`config.mk`:
```
export PLATFORM = sky130hd
export DESIGN_NAME = uart_tx_fifo
export DESIGN_NICKNAME = d
export VERILOG_FILES = /design/src/rtl/uart_tx_fifo.sv
export SDC_FILE = /design/constraint.sdc
export NUM_CORES = 1
export LEC_CHECK = 0
export ABC_AREA = 1
export CAP_MARGIN = 20
export CORE_MARGIN = 5
export CORE_UTILIZATION = 60
export DETAILED_ROUTE_END_ITERATION = 12
export PLACE_DENSITY = 0.87
export SETUP_SLACK_MARGIN = 0.1
export SYNTH_ARGS = -nofsm -noshare
export SYNTH_HDL_FRONTEND = slang
export SYNTH_SLANG_ARGS = --single-unit
```
`constraint.sdc`:
```
create_clock -name clk_i -period 2.7 [get_ports clk_i]
set_input_delay 0.54 -clock clk_i [delete_from_list [all_inputs] [get_ports clk_i]]
set_output_delay 0.54 -clock clk_i [all_outputs]
set_load 0.005 [all_outputs]
```
`src/rtl/uart_tx_fifo.sv`:
```
// rtl/uart_tx_fifo.sv - byte FIFO and launch sequencer feeding a UART transmitter
module uart_tx_fifo #(
    parameter int DEPTH      = 16,
    parameter int ADDR_W     = 4,
    parameter int GAP_CYCLES = 12
) (
    input  logic              clk_i,
    input  logic              rst_ni,
    input  logic              wr_valid_i,
    input  logic [7:0]        wr_data_i,
    output logic              wr_ready_o,
    output logic              start_o,
    output logic [7:0]        tx_in_o,
    input  logic              tx_done_i,
    output logic [ADDR_W:0]   count_o,
    output logic              full_o,
    output logic              empty_o
);

    localparam int GAP_W = (GAP_CYCLES > 1) ? $clog2(GAP_CYCLES) : 1;

    localparam logic [ADDR_W:0]   CNT_ONE  = (ADDR_W+1)'(1);
    localparam logic [ADDR_W:0]   CNT_FULL = (ADDR_W+1)'(DEPTH);
    localparam logic [ADDR_W-1:0] PTR_ONE  = ADDR_W'(1);
    localparam logic [GAP_W-1:0]  GAP_LOAD = GAP_W'(GAP_CYCLES - 1);
    localparam logic [GAP_W-1:0]  GAP_ONE  = GAP_W'(1);

    typedef enum logic [1:0] {
        S_IDLE,
        S_LAUNCH,
        S_WAIT_DONE,
        S_GAP
    } state_e;

    logic [7:0]        mem [DEPTH];
    logic [ADDR_W-1:0] wr_ptr_q, wr_ptr_d;
    logic [ADDR_W-1:0] rd_ptr_q, rd_ptr_d;
    logic [ADDR_W:0]   count_q, count_d;
    state_e            state_q;
    logic [7:0]        tx_in_q;
    logic [GAP_W-1:0]  gap_q;

    logic full, empty, push, pop;

    assign full  = (count_q == CNT_FULL);
    assign empty = (count_q == '0);
    // Refusal at full uses registered state only, so a same-cycle pop cannot open a slot.
    assign push  = wr_valid_i && !full;
    assign pop   = (state_q == S_WAIT_DONE) && tx_done_i;

    always_comb begin
        wr_ptr_d = wr_ptr_q;
        rd_ptr_d = rd_ptr_q;
        count_d  = count_q;
        if (push) begin
            wr_ptr_d = wr_ptr_q + PTR_ONE;
        end
        if (pop) begin
            rd_ptr_d = rd_ptr_q + PTR_ONE;
        end
        if (push && !pop) begin
            count_d = count_q + CNT_ONE;
        end else if (pop && !push) begin
            count_d = count_q - CNT_ONE;
        end
    end

    always_ff @(posedge clk_i) begin
        if (push) begin
            mem[wr_ptr_q] <= wr_data_i;
        end
    end

    always_ff @(posedge clk_i or negedge rst_ni) begin
        if (!rst_ni) begin
            wr_ptr_q <= '0;
            rd_ptr_q <= '0;
            count_q  <= '0;
        end else begin
            wr_ptr_q <= wr_ptr_d;
            rd_ptr_q <= rd_ptr_d;
            count_q  <= count_d;
        end
    end

    // The in-flight byte keeps its slot until tx_done, so count covers it.
    always_ff @(posedge clk_i or negedge rst_ni) begin
        if (!rst_ni) begin
            state_q <= S_IDLE;
            tx_in_q <= 8'h00;
            gap_q   <= '0;
        end else begin
            case (state_q)
                S_IDLE: begin
                    if (!empty) begin
                        tx_in_q <= mem[rd_ptr_q];
                        state_q <= S_LAUNCH;
                    end
                end
                S_LAUNCH: begin
                    state_q <= S_WAIT_DONE;
                end
                S_WAIT_DONE: begin
                    if (tx_done_i) begin
                        gap_q   <= GAP_LOAD;
                        state_q <= S_GAP;
                    end
                end
                S_GAP: begin
                    if (gap_q == '0) begin
                        state_q <= S_IDLE;
                    end else begin
                        gap_q <= gap_q - GAP_ONE;
                    end
                end
                default: begin
                    state_q <= S_IDLE;
                end
            endcase
        end
    end

    assign start_o    = (state_q == S_LAUNCH);
    assign tx_in_o    = tx_in_q;
    assign count_o    = count_q;
    assign full_o     = full;
    assign empty_o    = empty;
    assign wr_ready_o = !full;

endmodule

```
; Word-level counts from Yosys, hierarchy flattened
; Memories as Yosys holds them, arrays and structs flattened. A register that Yosys moved wholly into a read port is not among the register bits.
; Cells that the tools add are included.
[word_totals]
regBits = 19
n_memories = 1
wordCells = 47
output_inout_bits = 17
input_bits = 12
ramBits = 128
[mem_list]
columns = memory, words, word_bits, rd, rd_ports_with_merged_regs, write_ports, line
row1 = mem, 16, 8, 1, 1, 1, 35  ; logic [7:0] mem [DEPTH];
[op_classes]
n_bitwise = 1
reduce_logical = 16
n_mux = 11
add_sub_neg = 5
eq_ne = 8
[ops]
columns = operator, n
row1 = 5-bit two-way mux, 2
row2 = "4-bit by 1-bit adder with 4-bit output, second input constant", 2
row3 = 4-bit two-way mux, 2
row4 = "2-bit != test, second input constant", 4
row5 = 2-bit one-hot mux with 4 select lines, 1
row6 = 4-bit one-hot mux with 2 select lines, 1
row7 = 2-bit two-way mux, 3
row8 = 3-bit AND reduction, 2
row9 = "5-bit by 1-bit adder with 5-bit output, second input constant", 1
row10 = "5-bit equality test, second input constant", 1
row11 = 5-bit zero test, 1
row12 = "5-bit by 1-bit subtractor with 5-bit output, second input constant", 1
row13 = "2-bit equality test, second input constant", 2
row14 = 1-bit logical AND, 4
row15 = 1-bit zero test, 4
row16 = 4-bit zero test, 1
row17 = 2-bit nonzero test, 2
row18 = "4-bit by 1-bit subtractor with 4-bit output, second input constant", 1
row19 = "2-bit by 1-bit equality test with 1-bit output, second input constant", 1
row20 = 2-bit zero test, 1
row21 = 1-bit two-way mux, 2
row22 = 2-bit AND reduction, 1
row23 = 1-bit NOT, 1

; Longest topological paths before layout
; Gate-level depths: netlist (run 1).
[logic_depth]
depth_word = 7
ltp_mapped = 15

; Worst setup path after synthesis (run 1)
; OpenSTA, ideal clock, no wires.
[synth_path]
kind = reg2reg
start = register count_q[1], in the netlist count_o[1]
end = register count_q[4], in the netlist count_o[4]
synth_period_minus_slack_ps = 2161
stages_incl_launch_ff = 16
path_buffers = 0
arrival_time_ps = 2096
path_slack_ps = 539
required_time_ps = 2635
cell_sequence = dfrtp_1 -> nor2_1 -> nand2_1 -> nor2_1 -> inv_2 -> nand2_4 -> inv_2 -> ha_1 -> inv_1 -> ha_1 -> a21oi_1 -> nor2_1 -> nor2_1 -> xor2_1 -> nand2_1 -> nand2_1
[synth_between]
elab_chain_cells = 6
word_cells_on_any_way = 11
cone_classes = add/sub: 2 / eq/ne: 1 / mux: 2 / reduce/logical: 6
[synth_rtl]
columns = element, line
row1 = start: declaration, 38  ; logic [ADDR_W:0] count_q, count_d;
row2 = start signal: assignment, 82  ; count_q <= count_d;
row3 = 5-bit equality test (*), 45  ; assign full = (count_q == CNT_FULL);
row4 = via full_o, 16  ; output logic full_o,
row5 = 1-bit zero test (*), --
row6 = via wr_ready_o, 11  ; output logic wr_ready_o,
row7 = 1-bit logical AND (*), 48  ; assign push = wr_valid_i && !full;
row8 = via push, 43  ; logic full, empty, push, pop;
row9 = 1-bit zero test, 63  ; end else if (pop && !push) begin
row10 = 1-bit logical AND, 63
row11 = 2-bit nonzero test (no source line), --
; The timed path passes the listed nets; every way through them passes the cells marked *. The select of a mux whose other input is x is not followed.
; A chain may end at the register's enable or synchronous reset.

; Final worst setup path (run 1)
[layout_path]
start = register count_q[1], in the netlist count_o[1]
end = output empty_o
[layout_between]
elab_chain_cells = 1
[layout_rtl]
columns = element, line
row1 = 5-bit zero test, 46  ; assign empty = (count_q == '0);
row2 = end: declaration, 17  ; output logic empty_o
; Every way passes these cells.

==> metrics, run 1 <==
synthesized net count=728; aggregate global routing overflow=0; maximum single-stage delay on the critical path=0.54 ns; run status=complete, no violations; antenna violations before repair=0; residual DRC count=0; VDD IR-drop max=0.569 mV; most frequent cells in the layout=sky130_fd_sc_hd__nand2_1, sky130_fd_sc_hd__edfxtp_1, sky130_fd_sc_hd__inv_1, sky130_fd_sc_hd__nand3_1, sky130_fd_sc_hd__clkdlybuf4s50_1; post-route cell area=8080 sq um; total via count after detailed routing=5,081; slew at the pin closest to its max-slew limit=0.803 ns; CP Data Arrival Time=1.86 ns; total I/O pin count=29; postcts setup bufs=0; library cell used as clock root buffer=sky130_fd_sc_hd__clkbuf_16; CTS max path bufs=2; Final TNS setup=0 ns; core footprint=11,400 sq um; Seq/Total Area, Yosys=64.5%; critical hold path startpoint=tx_in_o[4]; startpoint of the lowest-slack register-to-register path=count_o[1]; Synth cell types=25; standby leakage power=3.60 nW; Hold Vio Cnt, Final=0; final cycle utilization of the critical path=88.7%; utilization of the core after routing=70.8%; overall die height=118 um; clock edge transition at the registers on the reported setup and hold paths=0.07 ns; RSZ-0062 raised after global routing=no; flip-flop and latch count after synthesis=155; Most common cell on crit path=sky130_fd_sc_hd__nor2_1; worst relative slew slack=46.3%; number of warnings reported in the yosys synthesis log=0; number of antenna diodes=0; non-filler instance count after layout=902; post-synthesis area per instance=10.0 sq um; max-slew violation count=0; first-pass GRT wire length=26.0 mm; clock insertion delay at the later pin of the skew report=0.43 ns; estimated wirelength of the detail-placed design=9.92 mm; Max Fclk=417 MHz; highest fanout seen on the critical path=5; final wirelength=16.0 mm; per-cell via count in the routed design=5.63; fraction of layout instances using a drive strength above 1=8.56%; all-layer global routing usage=24.0%; CTS Buf Count=17; count of buffers inserted at the top-level ports=28; worst hold-check slack=0.484 ns; placer's final routability congestion estimate=0.883; Netlist Area Pre-Place=7010 sq um; layout overhead on the synthesized area=15.3%; number of optimization iterations in the first detailed-route pass=6; synth top area cells=sky130_fd_sc_hd__edfxtp_1, sky130_fd_sc_hd__nand2_1, sky130_fd_sc_hd__dfrtp_1; Post-Place Worst Slack=0.0751 ns; pin count of the biggest net entering global routing=67; Hold Path Cell Cnt=2; initial core utilization=61.4%; Max stage delay cell, worst path=sky130_fd_sc_hd__clkdlybuf4s50_1; minimum clock period=2.40 ns; number of nets at the end of the flow=773; number of cells produced by synthesis=701; vias in the first global route=5,125; residual antenna-violating net count after detailed routing=0; post-synth top area cell=sky130_fd_sc_hd__edfxtp_1; class of the tightest hold or removal check=flip-flop to flip-flop; leading cell type in the layout, fill and taps excluded=sky130_fd_sc_hd__nand2_1; CP startpoint=count_o[1]; total instance count after detailed placement=870; Req. time, crit path=2.16 ns; routed length per placed instance=17.8 um; Worst Reg2Reg Path Length in Cells=15; Area after DPL=7510 sq um; clock sinks=155; slack of the critical path=0.304 ns; Finish-stage setup viols=0; critical path startpoint category=flip-flop; number of rows in the core area=39; worst clock skew=0.00782 ns; Max H-tree Level=4; sequence of cells on the critical path=nor2_1 > nand2_1 > nor2_1 > clkdlybuf4s50_1; CTS tree=built; area fraction of the dominant cell type after synthesis=54.8%; Crit Path Class=flip-flop to primary output; total design power=8.72 mW; endpoint kind of the worst setup timing path=primary output; Die Area=13,900 sq um; power density over cell area=1080 nW/um^2; overall die width=118 um; DRT iter0 DRCs=684; max-cap viol count=0
==> registers in the layout, summed over array words and instances, names as in the netlist <==
signal and count:
mem 128, tx_in_o 8, count_o 5, gap_q 4
rd_ptr_q 4, wr_ptr_q 4, state_q 2
==> path summary, 6_finish.rpt <==
| path | to | slack, ns |
|---|---|---|
| min | tx_in_o[4] | 0.48 |
| max | empty_o | 0.30 |
| min in group asynchronous | tx_in_o[3] | 0.49 |
| min reg2reg | tx_in_o[4] | 0.48 |
| max reg2reg | count_o[4] | 0.31 |
| max in group asynchronous | rd_ptr_q[0] | 1.91 |
==> area by class of cell <==
cell class / instances / area [sq um]
sequential: 155 / 4520
fill: 723 / 3340
multi-input combinational: 393 / 1860
inverter: 127 / 477
timing repair buffer: 52 / 473
clock buffer: 18 / 439
tap: 143 / 179
clock inverter: 14 / 133
==> power breakdown <==
part	total [mW]	internal (mW)	switching, mW	leakage [nW]
sequential	3.19	2.98	0.211	1.48
clock	2.29	1.31	0.986	0.275
combinational	3.23	1.09	2.14	1.85
==> kinds of logic (layout without fill, tap and decap cells) <==
kind of cell | count (synthesis) | count (layout) | share of synthesized area [%]
AND/OR/NAND/NOR | 350 | 350 | 21.1
buffers and inverters | 153 | 211 | 9.00
adder cells (fa/ha/maj) | 15 | 15 | 2.78
AO/OA/AOI/OAI | 17 | 17 | 1.30
XOR/XNOR | 11 | 11 | 1.37
flip-flops | 155 | 155 | 64.5
==> critical path: cells and delay by family (launching register included) <==
kind,cells,cell delay [ns]
flip-flops,1,0.44
buffers and inverters,1,0.54
AND/OR/NAND/NOR,3,0.44
==> timing repair <==
action | 4_1_cts | 5_1_grt
hold buffers | 0 | 0
endpoints found under the setup margin | 0 | 1
gates resized for setup | 0 | 2
==> Yosys cell counts <==
cell and count:
sky130_fd_sc_hd__a21oi_1 5, sky130_fd_sc_hd__a21boi_0 1, sky130_fd_sc_hd__a31oi_1 1, sky130_fd_sc_hd__buf_2 15
sky130_fd_sc_hd__inv_1 122, sky130_fd_sc_hd__ha_1 14, sky130_fd_sc_hd__nand4_1 1, sky130_fd_sc_hd__nor2_1 16
sky130_fd_sc_hd__o21ai_0 9, sky130_fd_sc_hd__nor3_1 13, sky130_fd_sc_hd__buf_4 8, sky130_fd_sc_hd__buf_6 1
sky130_fd_sc_hd__nand2_4 2, sky130_fd_sc_hd__dfrtp_1 27, sky130_fd_sc_hd__nand2_1 216, sky130_fd_sc_hd__edfxtp_1 128
sky130_fd_sc_hd__nand3_1 101, sky130_fd_sc_hd__xor2_1 10, sky130_fd_sc_hd__a22oi_1 1, sky130_fd_sc_hd__clkinv_1 2
sky130_fd_sc_hd__inv_2 3, sky130_fd_sc_hd__xnor2_1 1, sky130_fd_sc_hd__nand2_2 1, sky130_fd_sc_hd__clkbuf_1 2
sky130_fd_sc_hd__fa_1 1
==> per-layer routing <==
| metal | global-route usage [%] | vias to the layer above | part of all wire (%) |
|---|---|---|---|
| met5 | 0 | - | 0 |
| met4 | 9.96 | 0 | 2.7 |
| met3 | 6.20 | 41 | 10 |
| met2 | 40.9 | 327 | 52 |
| met1 | 29.0 | 2377 | 35 |
| li1 | - | 2336 | - |
(Power assumes the default switching activity.)
==> run 2: changes to the inputs <==
- CORE_ASPECT_RATIO: not set -> 0.9
==> run 2 against run 1 <==
Net effect: final area increased by 0.67%; cell count increased by 1.4%; clock skew increased by 0.0079 ns; sequential power increased by 3%; combinational power about the same; fmax decreased by 2.9%; utilization increased by 0.37 points; critical path depth unchanged; worst hold slack got worse by 0.0076 ns; routed wire length increased by 6.6%; clock-buffer cell count increased by 2; critical path type unchanged; largest power group is now registers.
==> metrics, run 2 (same netlist as run 1, synthesis figures left out) <==
run status=complete, no violations; share of total power consumed by net switching=37.3%; Final TNS setup=0 ns; total I/O pin count=29; CP Data Arrival Time=1.93 ns; number of antenna diodes=0; final wirelength=17.1 mm; fillcell total=751; highest fanout seen on the critical path=5; Area after DPL=7520 sq um; total instance count after detailed placement=883; fraction of layout instances using a drive strength above 1=8.04%; postcts setup bufs=0; area occupied by multi-input gates=1860 sq um; clock sinks=155; CTS Buf Count=17; Finish-stage setup viols=0; routed length per placed instance=18.7 um; post-route cell area=8140 sq um; first-pass GRT wire length=26.9 mm; worst clock skew=0.0157 ns; Crit Path Class=flip-flop to primary output; DRT iter0 DRCs=735; antenna violations before repair=0; utilization of the core after routing=71.2%; power density over cell area=1100 nW/um^2; aggregate global routing overflow=0; most frequent cells in the layout=sky130_fd_sc_hd__nand2_1, sky130_fd_sc_hd__edfxtp_1, sky130_fd_sc_hd__inv_1, sky130_fd_sc_hd__nand3_1, sky130_fd_sc_hd__clkdlybuf4s50_1; slew at the pin closest to its max-slew limit=0.795 ns; pin count of the biggest net entering global routing=66; Max Fclk=405 MHz; number of nets at the end of the flow=773; library cell used as clock root buffer=sky130_fd_sc_hd__clkbuf_16; worst hold-check slack=0.476 ns; clock edge transition at the registers on the reported setup and hold paths=0.06 ns; switching power=3.34 mW; slack of the critical path=0.231 ns; layout overhead on the synthesized area=16.1%; number of rows in the core area=37; sequential share of power=36.7%; endpoint kind of the worst setup timing path=primary output; residual antenna-violating net count after detailed routing=0; final cycle utilization of the critical path=91.4%; flip-flop count of the largest register, all copies and words added=128; register name with the most flops=mem; vias in the first global route=5,224; CTS max path bufs=2; standby leakage power=3.62 nW; all-layer global routing usage=26.0%; overall die height=113 um; Die Area=13,900 sq um; count of buffers inserted at the top-level ports=28; area taken by flip-flops and latches=4520 sq um; maximum single-stage delay on the critical path=0.57 ns; combinational group share of total power=35.8%; total via count after detailed routing=5,212; leading cell type in the layout, fill and taps excluded=sky130_fd_sc_hd__nand2_1; VDD IR-drop max=0.603 mV; Most common cell on crit path=sky130_fd_sc_hd__nor2_1; clock insertion delay at the later pin of the skew report=0.44 ns; non-filler instance count after layout=915; max-slew violation count=0; PostCTS Resize Cnt=0; per-cell via count in the routed design=5.70; total design power=8.96 mW; Crit path max-delay family=buffers and inverters; max-cap viol count=0; number of optimization iterations in the first detailed-route pass=5; Internal=5.62 mW; Max stage delay cell, worst path=sky130_fd_sc_hd__clkdlybuf4s50_1; critical path startpoint category=flip-flop; number of hold-repair buffers added at the cts stage=0; Post-Place Worst Slack=0.206 ns; Req. time, crit path=2.16 ns; residual DRC count=0; Hold Vio Cnt, Final=0; Clk network pwr share=27.5%; Max H-tree Level=4; CP bufs+invs=1; overall die width=124 um; estimated wirelength of the detail-placed design=10.4 mm; placer's final routability congestion estimate=0.884; sequence of cells on the critical path=nor2_1 > nand2_1 > nor2_1 > clkdlybuf4s50_1; RSZ-0062 raised after global routing=no; class of the tightest hold or removal check=flip-flop to flip-flop; core footprint=11,400 sq um; CTS tree=built; worst relative slew slack=46.8%; minimum clock period=2.47 ns; initial core utilization=61.3%
[run 2: cell types whose count changed in the layout (fill, tap and decap cells not counted), moves of 2 or more]
cell | before | now
sky130_fd_sc_hd__clkinv_2 | 2 | 4
sky130_fd_sc_hd__inv_6 | 6 | 0
sky130_fd_sc_hd__clkbuf_1 | 0 | 3
sky130_fd_sc_hd__bufinv_16 | 1 | 4
[run 2: path summary, 6_finish.rpt]
path / end / slack, ns / cells after the start / startpoint
min reg2reg: tx_in_o[3] / 0.48 / 2 / tx_in_o[3]
max in group asynchronous: rd_ptr_q[0] / 1.88 / 2 / rst_ni
min: tx_in_o[3] / 0.48 / 2 / tx_in_o[3]
max reg2reg: count_o[4] / 0.29 / 15 / count_o[0]
min in group asynchronous: gap_q[3] / 0.51 / 2 / rst_ni
max: empty_o / 0.23 / 4 / count_o[0]
[run 2: routing by layer]
| layer | wire length (um) | GRT usage [%] |
|---|---|---|
| met3 | 1710 | 6.35 |
| met5 | 0 | 0 |
| met4 | 580 | 11.7 |
| met1 | 6360 | 32.7 |
| met2 | 8430 | 42.5 |
[run 2: layout make-up]
class | count | area share [%]
flip-flops and latches | 155 | 55.6
multi-input cells | 393 | 22.9
inverters | 127 | 5.86
repair buffers | 52 | 5.81
clock buffers | 20 | 5.37
well taps | 156 | 2.40
clock inverters | 12 | 2.12
[run 2: worst reg2reg max path: stages (launching register included)]
cell and delay, ns:
sky130_fd_sc_hd__dfrtp_1 0.45, sky130_fd_sc_hd__nor2_1 0.13, sky130_fd_sc_hd__nand2_1 0.11, sky130_fd_sc_hd__nor2_2 0.16
sky130_fd_sc_hd__inv_2 0.08, sky130_fd_sc_hd__nand2_4 0.06, sky130_fd_sc_hd__inv_2 0.04, sky130_fd_sc_hd__ha_1 0.22
sky130_fd_sc_hd__inv_1 0.16, sky130_fd_sc_hd__ha_1 0.29, sky130_fd_sc_hd__a21oi_1 0.16, sky130_fd_sc_hd__nor2_1 0.06
sky130_fd_sc_hd__nor2_1 0.10, sky130_fd_sc_hd__xor2_1 0.18, sky130_fd_sc_hd__nand2_1 0.08, sky130_fd_sc_hd__nand2_1 0.07
[run 2: power by group through the flow]
stage | Combinational [mW] | Sequential, mW | Clock, mW
after floorplan | 2.15 | 3.19 | 0
after global placement | 2.85 | 3.29 | 0
after detailed placement | 3.03 | 3.32 | 0
after CTS | 3.15 | 3.28 | 2.47
after global routing | 3.52 | 3.33 | 2.59
final | 3.21 | 3.29 | 2.46
==> run 3: changes to the inputs <==
- PLACE_DENSITY: 0.87 -> 0.9
==> run 3 against run 2 <==
Net effect: first-iteration DRC count decreased by 7.6%; flip-flop and latch count unchanged; critical path depth unchanged; sequential power decreased by 2%; global-route usage decreased by 1.1 points; largest cell class unchanged.
==> metrics, run 3 (same netlist as run 1, synthesis figures left out) <==
core footprint=11,400 sq um; postcts setup bufs=0; Clk network pwr share=28.0%; max-cap viol count=0; run status=complete, no violations; PostCTS Resize Cnt=0; Req. time, crit path=2.16 ns; Max Fclk=420 MHz; Hold Vio Cnt, Final=0; DRT iter0 DRCs=679; most frequent cells in the layout=sky130_fd_sc_hd__nand2_1, sky130_fd_sc_hd__edfxtp_1, sky130_fd_sc_hd__inv_1, sky130_fd_sc_hd__nand3_1, sky130_fd_sc_hd__clkdlybuf4s50_1; clock sinks=155; Max stage delay cell, worst path=sky130_fd_sc_hd__clkdlybuf4s50_1; sequence of cells on the critical path=nor2_1 > nand2_1 > nor2_1 > clkdlybuf4s50_1; total design power=8.90 mW; routed length per placed instance=17.5 um; slew at the pin closest to its max-slew limit=0.957 ns; switching power=3.29 mW; register name with the most flops=mem; estimated wirelength of the detail-placed design=9.99 mm; count of buffers inserted at the top-level ports=28; residual DRC count=0; layout overhead on the synthesized area=16.0%; per-cell via count in the routed design=5.49; minimum clock period=2.38 ns; maximum single-stage delay on the critical path=0.56 ns; clock insertion delay at the later pin of the skew report=0.42 ns; residual antenna-violating net count after detailed routing=0; final wirelength=16.0 mm; Finish-stage setup viols=0; library cell used as clock root buffer=sky130_fd_sc_hd__clkbuf_16; CP Capture Point=empty_o; leading cell type in the layout, fill and taps excluded=sky130_fd_sc_hd__nand2_1; CP Data Arrival Time=1.84 ns; overall die height=113 um; total via count after detailed routing=5,008; max-slew violation count=0; number of rows in the core area=37; first-pass GRT wire length=25.8 mm; antenna violations before repair=0; endpoint of the most critical register-to-register path=count_o[4]; critical hold path startpoint=tx_in_o[5]; vias in the first global route=5,142; number of nets at the end of the flow=771; Area after DPL=7510 sq um; highest fanout seen on the critical path=5; area taken by flip-flops and latches=4520 sq um; all-layer global routing usage=24.9%; startpoint of the lowest-slack register-to-register path=count_o[1]; post-route cell area=8130 sq um; overall die width=124 um; Most common cell on crit path=sky130_fd_sc_hd__nor2_1; power density over cell area=1090 nW/um^2; placer's final routability congestion estimate=0.982; CTS max path bufs=2; endpoint kind of the worst setup timing path=primary output; clock edge transition at the registers on the reported setup and hold paths=0.06 ns; initial core utilization=61.3%; aggregate global routing overflow=0; Die Area=13,900 sq um; Crit Path Class=flip-flop to primary output; CP startpoint=count_o[1]; share of total power consumed by net switching=36.9%; VDD IR-drop max=0.811 mV; Internal=5.61 mW; number of optimization iterations in the first detailed-route pass=6; class of the tightest hold or removal check=flip-flop to flip-flop; worst clock skew=0.00819 ns; critical path startpoint category=flip-flop; fillcell total=718; Final TNS setup=0 ns; standby leakage power=3.62 nW; Max H-tree Level=4; area occupied by multi-input gates=1860 sq um; sequential share of power=36.0%; number of hold-repair buffers added at the cts stage=0; final cycle utilization of the critical path=88.2%; combinational group share of total power=36.0%; worst relative slew slack=36.1%; total I/O pin count=29; number of antenna diodes=0; RSZ-0062 raised after global routing=no; slack of the worst reg-to-reg path=0.37 ns; CTS tree=built; fraction of layout instances using a drive strength above 1=8.06%; pin count of the biggest net entering global routing=67; Worst Reg2Reg Path Length in Cells=15; flip-flop count of the largest register, all copies and words added=128; CTS Buf Count=17
-- run 3: worst max-delay path: cells and delay by family, from the launching register on --
| family | cells | cell delay (ns) |
|---|---|---|
| buffers and inverters | 1 | 0.56 |
| DFF | 1 | 0.44 |
| and+or+nand+nor | 3 | 0.43 |
-- run 3: power by group through the flow --
stage	registers [mW]	clock network, mW	logic [mW]
4_1_cts	3.20	2.50	3.16
6_report	3.21	2.49	3.20
5_1_grt	3.23	2.62	3.56
2_1_floorplan	3.19	0	2.15
3_3_place_gp	3.21	0	2.91
3_5_place_dp	3.24	0	3.11
-- run 3: final cells by class --
type / instances / area share [%]
multi-input cells: 393 / 22.9
inverters: 127 / 5.86
flip-flops and latches: 155 / 55.6
clock buffers: 17 / 5.23
repair buffers: 50 / 5.63
clock inverters: 15 / 2.43
well taps: 156 / 2.40
-- run 3: worst min path at each step --
| stage | to | depth (start not counted) |
|---|---|---|
| after global placement | tx_in_o[1] | 2 |
| final | tx_in_o[5] | 2 |
| after detailed placement | tx_in_o[0] | 2 |
| after global routing | gap_q[3] | 2 |
| after floorplan | count_o[0] | 0 |
| after CTS | tx_in_o[5] | 2 |
-- run 3: per-stage QoR --
| stage | hold WS (ns) | util [%] | setup slack [ns] | cells |
|---|---|---|---|---|
| 6_report | 0.479 | 71.1 | 0.318 | 913 |
| 5_1_grt | 0.533 | 71.1 | 0.189 | 913 |
| 4_1_cts | 0.482 | 71.1 | 0.313 | 913 |
| 3_5_place_dp | 0.466 | 65.7 | 0.166 | 881 |
| 3_3_place_gp | 0.463 | 65.7 | 0.234 | 881 |
| 2_1_floorplan | 0.244 | - | 0.539 | 701 |
-- run 3: metal layers --
metal / vias to the layer above / wire length [um] / track usage [%]
met1: 2323 / 6110 / 30.4
li1: 2327 / - / -
met2: 295 / 7930 / 40.8
met5: - / 0 / 0
met4: 0 / 567 / 10.9
met3: 63 / 1390 / 7.66
